## src/rtl/hologram_pkg.sv

```systemverilog
// Shared constants for the hologram display path: strip geometry, texture layout,
// pixel/channel packing and the column prefetch state encoding.
package hologram_pkg;

    localparam int LED_COUNT  = 52;
    localparam int TEX_WIDTH  = 64;
    localparam int NUM_FRAMES = 30;
    localparam int FRAME_SIZE = LED_COUNT * TEX_WIDTH;

    localparam int PIX_W  = 24;
    localparam int CH_W   = 8;
    localparam int NUM_CH = 3;
    localparam int G_LSB  = 16;
    localparam int R_LSB  = 8;
    localparam int B_LSB  = 0;

    typedef enum logic [1:0] {
        ST_IDLE,
        ST_FETCH,
        ST_DRAIN
    } fetch_state_t;

    // Channel 0 is blue, 1 is red, 2 is green, matching the {G,R,B} word layout.
    function automatic int ch_lsb(input int ch);
        return (ch == 0) ? B_LSB : ((ch == 1) ? R_LSB : G_LSB);
    endfunction

endpackage

```

## src/rtl/pixel_bank.sv

```systemverilog
// Two-bank column store: one write port aimed at the back bank and one
// registered read port on the front bank; small enough for distributed RAM.
module pixel_bank #(
    parameter int DEPTH = 52,
    parameter int WIDTH = 24,
    parameter int AW    = 6
) (
    input  logic             clk,
    input  logic             wr_en,
    input  logic             wr_bank,
    input  logic [AW-1:0]    wr_addr,
    input  logic [WIDTH-1:0] wr_data,
    input  logic             rd_bank,
    input  logic [AW-1:0]    rd_addr,
    output logic [WIDTH-1:0] rd_data
);

    logic [WIDTH-1:0] bank_rd [2];

    genvar gi;
    for (gi = 0; gi < 2; gi++) begin : g_bank
        logic [WIDTH-1:0] mem [DEPTH];

        always_ff @(posedge clk) begin
            if (wr_en && (wr_bank == 1'(gi))) begin
                mem[wr_addr] <= wr_data;
            end
        end

        assign bank_rd[gi] = mem[rd_addr];
    end

    always_ff @(posedge clk) begin
        rd_data <= bank_rd[rd_bank];
    end

endmodule

```

## src/rtl/column_prefetch.sv

```systemverilog
// Double-buffered column cache: streams one texture column into the back bank on
// every theta/frame change and swaps it to the front only at a strip wrap.
module column_prefetch #(
    parameter int LED_COUNT  = hologram_pkg::LED_COUNT,
    parameter int TEX_WIDTH  = hologram_pkg::TEX_WIDTH,
    parameter int NUM_FRAMES = hologram_pkg::NUM_FRAMES,
    parameter int ADDR_WIDTH = $clog2(LED_COUNT * TEX_WIDTH * NUM_FRAMES)
) (
    input  logic                  clk,
    input  logic                  reset,
    input  logic [5:0]            theta,
    input  logic [7:0]            frame_idx,
    input  logic [1:0]            brightness,
    output logic [ADDR_WIDTH-1:0] rom_addr,
    input  logic [23:0]           rom_data,
    input  logic [5:0]            next_px_num,
    output logic [23:0]           pixel,
    output logic                  busy,
    output logic [5:0]            front_col
);

    import hologram_pkg::PIX_W;
    import hologram_pkg::CH_W;
    import hologram_pkg::NUM_CH;
    import hologram_pkg::ch_lsb;
    import hologram_pkg::fetch_state_t;
    import hologram_pkg::ST_IDLE;
    import hologram_pkg::ST_FETCH;
    import hologram_pkg::ST_DRAIN;

    localparam int IDX_W       = $clog2(LED_COUNT);
    localparam int FRAME_WORDS = LED_COUNT * TEX_WIDTH;

    fetch_state_t          state_reg;
    logic [IDX_W-1:0]      idx_reg;
    logic [5:0]            last_theta_reg;
    logic [7:0]            last_frame_reg;
    logic                  pending_reg;
    logic                  back_valid_reg;
    logic                  busy_reg;
    logic [ADDR_WIDTH-1:0] rom_addr_reg;
    logic                  wr_en_reg;
    logic [IDX_W-1:0]      wr_idx_reg;
    logic                  bank_sel_reg;
    logic                  front_valid_reg;
    logic [5:0]            front_col_reg;
    logic [5:0]            prev_px_reg;
    logic                  gate_reg;
    logic [1:0]            shift_reg;

    logic                  trigger;
    logic                  wrap;
    logic                  do_swap;
    logic                  front_sel_next;
    logic                  front_valid_next;
    logic                  in_range;
    logic [IDX_W-1:0]      rd_idx;
    logic [IDX_W-1:0]      idx_inc;
    logic [PIX_W-1:0]      bank_q;

    function automatic logic [ADDR_WIDTH-1:0] tex_addr(input logic [7:0]       frame,
                                                       input logic [5:0]       col,
                                                       input logic [IDX_W-1:0] row);
        return ADDR_WIDTH'(frame) * ADDR_WIDTH'(FRAME_WORDS)
             + ADDR_WIDTH'(row) * ADDR_WIDTH'(TEX_WIDTH)
             + ADDR_WIDTH'(col);
    endfunction

    // The read port looks at the post-swap bank so index 0 of a new strip frame
    // already comes from the freshly swapped column.
    always_comb begin
        trigger          = (theta != last_theta_reg) || (frame_idx != last_frame_reg) || pending_reg;
        wrap             = (next_px_num == '0) && (prev_px_reg != '0);
        do_swap          = wrap && back_valid_reg;
        front_sel_next   = bank_sel_reg ^ do_swap;
        front_valid_next = front_valid_reg || do_swap;
        in_range         = 32'(next_px_num) < LED_COUNT;
        rd_idx           = in_range ? IDX_W'(next_px_num) : '0;
        idx_inc          = idx_reg + IDX_W'(1);
    end

    always_ff @(posedge clk) begin
        if (reset) begin
            state_reg      <= ST_IDLE;
            idx_reg        <= '0;
            last_theta_reg <= '0;
            last_frame_reg <= '0;
            pending_reg    <= 1'b1;
            back_valid_reg <= 1'b0;
            busy_reg       <= 1'b0;
            rom_addr_reg   <= '0;
            wr_en_reg      <= 1'b0;
            wr_idx_reg     <= '0;
        end else begin
            wr_en_reg <= 1'b0;
            case (state_reg)
                ST_IDLE: begin
                    if (trigger) begin
                        state_reg      <= ST_FETCH;
                        last_theta_reg <= theta;
                        last_frame_reg <= frame_idx;
                        pending_reg    <= 1'b0;
                        back_valid_reg <= 1'b0;
                        idx_reg        <= '0;
                        busy_reg       <= 1'b1;
                        rom_addr_reg   <= tex_addr(frame_idx, theta, '0);
                    end
                end
                ST_FETCH: begin
                    // ROM answers one cycle later, so the write trails the address by one.
                    wr_en_reg  <= 1'b1;
                    wr_idx_reg <= idx_reg;
                    if (idx_reg == IDX_W'(LED_COUNT - 1)) begin
                        state_reg <= ST_DRAIN;
                    end else begin
                        idx_reg      <= idx_inc;
                        rom_addr_reg <= tex_addr(last_frame_reg, last_theta_reg, idx_inc);
                    end
                end
                ST_DRAIN: begin
                    state_reg      <= ST_IDLE;
                    busy_reg       <= 1'b0;
                    back_valid_reg <= 1'b1;
                end
                default: begin
                    state_reg <= ST_IDLE;
                end
            endcase
            if (do_swap) begin
                back_valid_reg <= 1'b0;
            end
        end
    end

    always_ff @(posedge clk) begin
        if (reset) begin
            bank_sel_reg    <= 1'b0;
            front_valid_reg <= 1'b0;
            front_col_reg   <= '0;
            prev_px_reg     <= '0;
            gate_reg        <= 1'b0;
            shift_reg       <= '0;
        end else begin
            prev_px_reg <= next_px_num;
            if (do_swap) begin
                bank_sel_reg    <= ~bank_sel_reg;
                front_valid_reg <= 1'b1;
                front_col_reg   <= last_theta_reg;
            end
            gate_reg  <= front_valid_next && in_range;
            shift_reg <= brightness;
        end
    end

    pixel_bank #(
        .DEPTH(LED_COUNT),
        .WIDTH(PIX_W),
        .AW   (IDX_W)
    ) u_bank (
        .clk    (clk),
        .wr_en  (wr_en_reg),
        .wr_bank(~bank_sel_reg),
        .wr_addr(wr_idx_reg),
        .wr_data(rom_data),
        .rd_bank(front_sel_next),
        .rd_addr(rd_idx),
        .rd_data(bank_q)
    );

    genvar gi;
    for (gi = 0; gi < NUM_CH; gi++) begin : g_chan
        localparam int LSB = ch_lsb(gi);
        assign pixel[LSB +: CH_W] = gate_reg ? (bank_q[LSB +: CH_W] >> shift_reg) : '0;
    end

    assign rom_addr  = rom_addr_reg;
    assign busy      = busy_reg;
    assign front_col = front_col_reg;

endmodule
```

## config.mk

```make
export PLATFORM = sky130hd
export DESIGN_NAME = column_prefetch
export DESIGN_NICKNAME = d
export VERILOG_FILES = /design/src/rtl/hologram_pkg.sv /design/src/rtl/pixel_bank.sv /design/src/rtl/column_prefetch.sv
export SDC_FILE = /design/constraint.sdc
export NUM_CORES = 2
export LEC_CHECK = 0
export CORE_ASPECT_RATIO = 0.9
export CORE_MARGIN = 2
export CORE_UTILIZATION = 31
export CTS_CLUSTER_SIZE = 8
export DETAILED_ROUTE_END_ITERATION = 8
export GPL_TIMING_DRIVEN = 0
export PLACE_DENSITY = 0.48
export REMOVE_ABC_BUFFERS = 1
export SLEW_MARGIN = 0
export SYNTH_ARGS = -nofsm -noshare
export SYNTH_HDL_FRONTEND = slang
export SYNTH_HIERARCHICAL = 1
export SYNTH_SLANG_ARGS = --single-unit
```

## constraint.sdc

```tcl
create_clock -name clk -period 3.8 [get_ports clk]
set_input_delay 0.76 -clock clk [delete_from_list [all_inputs] [get_ports clk]]
set_output_delay 0.76 -clock clk [all_outputs]
set_load 0.03 [all_outputs]
```

After elaboration in Yosys (flattened, before gate mapping)
Memories as Yosys holds them, arrays and structs flattened.
Index checks and enable logic that the tools add are counted.
W data, S select, Z words.
{"block": "op_classes", "add_sub_neg": 4, "n_mul": 2, "magnitude_cmp": 2, "eq_ne": 8, "shifts": 3, "n_mux": 25, "n_bitwise": 3, "n_reduce_logical": 18}
{"op": "$mux W24", "count": 3}
{"op": "$add A17 B6 Y17", "count": 2}
{"op": "$mux W17", "count": 2}
{"op": "$pmux W17 S2", "count": 1}
{"op": "$mux W8", "count": 3}
{"op": "$shr A8 B2 Y8", "count": 3}
{"op": "$mul A8 B4 Y9 const B", "count": 2}
{"op": "$mux W6", "count": 3}
{"op": "$add A17 B12 Y17", "count": 1}
{"op": "$pmux W6 S2", "count": 1}
{"op": "$ne A8 B8 Y1", "count": 1}
{"op": "$mux W1", "count": 7}
{"op": "$add A6 B1 Y6 const B", "count": 1}
{"op": "$eq A6 B6 Y1 const B", "count": 1}
{"op": "$logic_not A6 Y1", "count": 1}
{"op": "$lt A6 B6 Y1 const B", "count": 1}
{"op": "$ne A2 B2 Y1 const B", "count": 3}
{"op": "$ne A6 B6 Y1", "count": 1}
{"op": "$reduce_and A2 Y1", "count": 3}
{"op": "$reduce_bool A6 Y1", "count": 1}
{"op": "$logic_and A1 B1 Y1", "count": 5}
{"op": "$mux W2", "count": 2}
{"op": "$pmux W1 S2", "count": 2}
{"op": "$pmux W2 S2", "count": 1}
{"op": "other kinds (11)", "count": 14}
{"block": "word_totals", "reg_bits": 90, "ramBits": 2496, "in_bits": 48, "output_inout_bits": 48, "word_cells": 84, "n_memories": 2}
{"memory": "u_bank.g_bank[0].mem", "depth": 52, "word_bits": 24, "rd": 1, "rd_ports_with_merged_regs": 0, "write_ports": 1, "line_no": "pixel_bank.sv:22", "source": "logic [WIDTH-1:0] mem [DEPTH];"}
{"memory": "u_bank.g_bank[1].mem", "depth": 52, "word_bits": 24, "rd": 1, "rd_ports_with_merged_regs": 0, "write_ports": 1, "line_no": "pixel_bank.sv:22"}

Depth between registers and ports, before layout
{"block": "depth", "ltp_word": 8, "depth_mapped": 14, "depth_no_buf": 11}

Hierarchy
The synthesis kept the hierarchy.
{"module": "pixel_bank", "instances": 1, "cells_each": 4181, "area_per_inst_um2": 96268.6, "seq_area_each_um2": 75432.3}
{"module": "column_prefetch", "instances": 1, "cells_each": 506, "area_per_inst_um2": 4346.7, "seq_area_each_um2": 1281.2}

Worst setup path after synthesis
No wires, ideal clock.
{"block": "synth_timing", "kind": "input -> register", "startpoint": "input next_px_num[2]", "endpoint": "register u_bank.rd_data[23]", "setup_ps": 134, "arrival_time_ps": 3148, "path_slack_ps": 517, "stages": 9, "path_buffers": 3, "cell_sequence": "o211ai_1 -> and2_1 -> buf_6 -> buf_2 -> buf_2 -> mux4_2 -> a21oi_1 -> o22ai_1 -> or4_1"}
{"block": "synth_via", "elab_cells_between_ends": 12}
{"element": "start, declared", "line_no": "column_prefetch.sv:16", "source": "input logic [5:0] next_px_num,"}
{"element": "$lt A6 B6 Y1 *", "line_no": "column_prefetch.sv:77", "source": "in_range = 32'(next_px_num) < LED_COUNT;"}
{"element": "$mux W6 *", "line_no": "column_prefetch.sv:78", "source": "rd_idx = in_range ? IDX_W'(next_px_num) : '0;"}
{"element": "via rd_idx[0]", "line_no": "column_prefetch.sv:57", "source": "logic [IDX_W-1:0] rd_idx;"}
{"element": "$mem_v2 Z52 W24"}
{"element": "$mux W24 (not written as such) * (3 in series)", "line_no": "pixel_bank.sv:34", "source": "rd_data <= bank_rd[rd_bank];"}
{"element": "end signal, assigned", "line_no": "pixel_bank.sv:34"}
{"element": "end, declared", "line_no": "pixel_bank.sv:15", "source": "output logic [WIDTH-1:0] rd_data"}
Mark *: on every way through the listed nets, which the timed path passes. The rest lies on a longest branch. The select of a mux whose other input is x is not followed.
A chain may end at the register's enable or synchronous reset.

Worst setup path in the final report
{"block": "layout_timing", "startpoint": "input next_px_num[5]", "endpoint": "register u_bank.rd_data[7]"}
Same word-level chain as after synthesis.

==> summary.txt <==
Power and ir drop
  • Static leakage: 38.3 nW
  • Power per unit of standard cell area: 532 mW/mm²
  • Peak VDD IR: 0.349 mV

Synthesis
  • Dominant combinational cell family by area after synthesis: multiplexers
  • Post-Syn Area: 0.101 mm²
  • Number of enable-type register cells in the synthesized netlist: 2496
  • Top post-synthesis cells by count: edfxtp_1, mux4_2, nor2_1
  • Synthesized-area fraction occupied by xor and xnor cells: 0.336%
  • Number of different library cells in the post-synthesis netlist: 76
  • Syn. warnings: 6
  • Sequential fraction of the synthesis area: 76.2%
  • Mux cell area share after synthesis: 16.2%
  • Synth area leaders: edfxtp_1, mux4_2, dfxtp_1
  • Number of synthesized register bits: 2584
  • Largest area contributor in the netlist: edfxtp_1
  • Complex-gate fraction of the synthesized area: 2.64%
  • Synthesized-area fraction occupied by and/or/nand/nor cells: 2.34%
  • Mean instance size in the synthesized netlist: 21.5 µm²
  • Gate count after technology mapping: 4687
  • Fraction of synthesis flops using an asynchronous set or reset pin: 0%
  • Arithmetic-cell share of the synthesized area counting full adders, half adders and majority gates: 0.579%
  • Most frequently used cell type in the post-synthesis netlist: edfxtp_1
  • Fraction of synthesized cell area taken by the top area cell type: 74.5%
  • Prevailing post-synth register cell: edfxtp_1

Timing
  • Worst slew margin: 20.1%
  • Final worst path period need: 3.88 ns
  • Number of endpoints failing setup at the final stage: 2
  • Top achievable clock speed: 257 MHz
  • RSZ-0062 raised after global routing: true
  • Final period util: 102%
  • Final max-slew violation count: 0
  • Final setup skew: 0.0562 ns
  • Fin. Hold Viols: 0
  • Setup slack after layout: -0.0843 ns
  • Hold slack: 0.282 ns
  • Actual transition at the worst max-transition pin: 1.20 ns

Critical path
  • Most repeated library cell on the critical path: buf_16
  • Crit-path max FO: 48
  • Worst setup path class: in2reg
  • CP max stage cell: nor2b_4
  • Maximum single-stage delay on the critical path: 0.55 ns
  • Critical path, cell by cell: clkdlybuf4s50_1 > o211ai_1 > buf_6 > and2_4 > buf_16 > buf_16 > buf_16 > nor2b_4 > buf_12 > a22oi_1 > a21oi_2 > a31oi_1 > a21oi_1 > o221a_1
  • Sort of element at the start of the critical path: primary input
  • Nature of the critical path endpoint: flop
  • Worst endpoint data arrival time: 4.62 ns
  • Required arrival time at the worst endpoint: 4.53 ns
  • Register-to-register setup slack: 0.05 ns

Clock network
  • Count of clock tree sinks: 2584
  • Post-CTS clock slew at the launch and capture registers of the worst setup and hold paths: 0.05 ns
  • Maximum clock insertion buffer count: 4
  • Clock insertion delay at the later pin of the skew report: 0.88 ns
  • Number of buffers inserted for hold repair after clock tree synthesis: 0
  • CTS tree: built
  • Number of buffers added by the clock tree synthesis step: 366
  • Level count of the clock H-tree: 5
  • Root buffer selected by CTS: clkbuf_16

Final layout
  • Area overhead of the layout relative to synthesis: 21.7%
  • Flip-flop count of the largest register after layout: 2496
  • Layout cells sized above 1: 30.1%
  • Final instance count without filler cells: 9592
  • Final non-filler cell area: 0.122 mm²
  • Total number of nets in the final design: 5251

Floorplan
  • Die W: 605 µm
  • Area enclosed by the die boundary: 0.329 mm²
  • Io pins: 96
  • Effective utilization at floorplan: 31.1%
  • Placement row count: 198
  • Die Y: 544 µm
  • Area of the core: 0.323 mm²

GRT
  • Aggregate global routing overflow: 0
  • Vias in the first global route: 51300
  • Aggregate global-route resource usage: 18.4%
  • Number of antenna violations at the first check in global routing: 18
  • First-pass GRT wire length: 421000 µm
  • Largest net degree at the start of global routing: 89

Hold path
  • Path class of the lowest-slack min-delay path: in2reg

Routing
  • Vias per cell: 5.28
  • Residual DRC: 0
  • Number of design-rule violations left by the first detailed-router iteration: 5757
  • Number of vias after detailed routing: 50700
  • Number of detailed-routing iterations run before antenna repair: 5
  • Post-DRT Antenna Nets: 0
  • Final Routed Wirelength: 307000 µm
  • WL per Instance: 32.0 µm

Place
  • Placement Cell Area: 0.111 mm²
  • Final Wtd Congestion: 0.754
  • Total placed cells including tap cells: 9011
  • Detail Placement HPWL: 185000 µm
  • Buffers on Ports: 95

Status
  • Violations in the final reports: negative setup slack
  • Result of the run: finished, violations left

Flow run
  • Number of violations of the max-capacitance limit: 0
[cells by family (layout without fill, tap and decap cells)]
kind of cell | Yosys count | count (layout)
buffers and inverters | 296 | 887
other | 0 | 11
and+or+nand+nor | 526 | 529
xor gates and xnor gates | 37 | 37
muxes | 820 | 820
DFF | 2584 | 2584
AOI/OAI and AO/OA | 384 | 384
adders and majority gates | 40 | 40
[what timing repair did]
action                                  CTS  global route
pin swaps                                16             1
endpoints found under the setup margin   48            35
setup buffers                            36            13
cloned                                   32             3
gates resized for setup                 101            13
[stage by stage]
step / util [%] / setup WS (ns) / power [mW] / setup TNS [ns]
after floorplan: - / -26.37 / 35.7 / -625.15
after global placement: 32.6 / -45.65 / 38.1 / -6756.84
after detailed placement: 34.2 / -3.47 / 36.1 / -65.61
after CTS: 37.8 / -0.178 / 65.7 / -0.189
after global routing: 37.9 / -0.0373 / 67.0 / -0.0542
final: 37.9 / -0.0843 / 65.2 / -0.0851
[final cells by class]
class                      count  area (µm²)
antenna                       11        27.5
clock buffer                 469        9720
clock inverter                17         239
fill                       29200      201000
inverter                      42         179
multi-input combinational   1810       23600
sequential                  2584       76700
tap                         4300        5380
timing repair buffer         359        6580
[report_power, final]
part | total [mW] | switching [mW] | leakage, nW | internal (mW)
Sequential | 31.5 | 0.0865 | 23.2 | 31.4
Combinational | 4.53 | 2.72 | 10.3 | 1.81
Clock | 29.2 | 11.5 | 4.83 | 17.6
Total | 65.2 | 14.3 | 38.3 | 50.8
[worst paths after layout]
path                        start                           end  cells past startpoint
setup / recovery   next_px_num[5]             u_bank/rd_data[7]                     14
hold / removal       rom_data[21]  u_bank/g_bank[0].mem[11][21]                      1
setup reg to reg   prev_px_reg[1]            u_bank/rd_data[10]                      9
hold reg to reg   front_valid_reg               front_valid_reg                      2
[placed cells by master (no fill, tap or decap), types with 14 or more instances in the layout]
cell type,instances
o21ai_0,40
ha_1,29
clkdlybuf4s50_1,67
mux2i_1,131
nor2b_1,28
nand3_1,26
a221oi_1,16
mux2_2,28
bufbuf_16,29
edfxtp_1,2496
buf_4,73
inv_1,38
a211oi_1,21
xnor2_1,17
a22oi_1,64
nor3_1,20
xor2_1,18
a21oi_1,71
mux4_2,645
clkbuf_16,377
dfxtp_1,84
nor2_1,77
nand2_1,167
clkbuf_1,95
nor2_4,106
o22ai_1,24
buf_16,93
nand2b_1,14
buf_12,78
[worst max-delay path, delay by kind of cell]
kind            cells  cell delay, ns
buf+inv             6            1.64
simple gates        2            0.73
compound gates      6            1.34
[layer usage]
metal | GRT usage, % | routed length (µm)
met1 | 25.5 | 130000
met2 | 30.1 | 147000
met3 | 3.32 | 22200
met4 | 4.47 | 8050
met5 | 0 | 33
No activity file was read; power rests on OpenSTA's default activity.
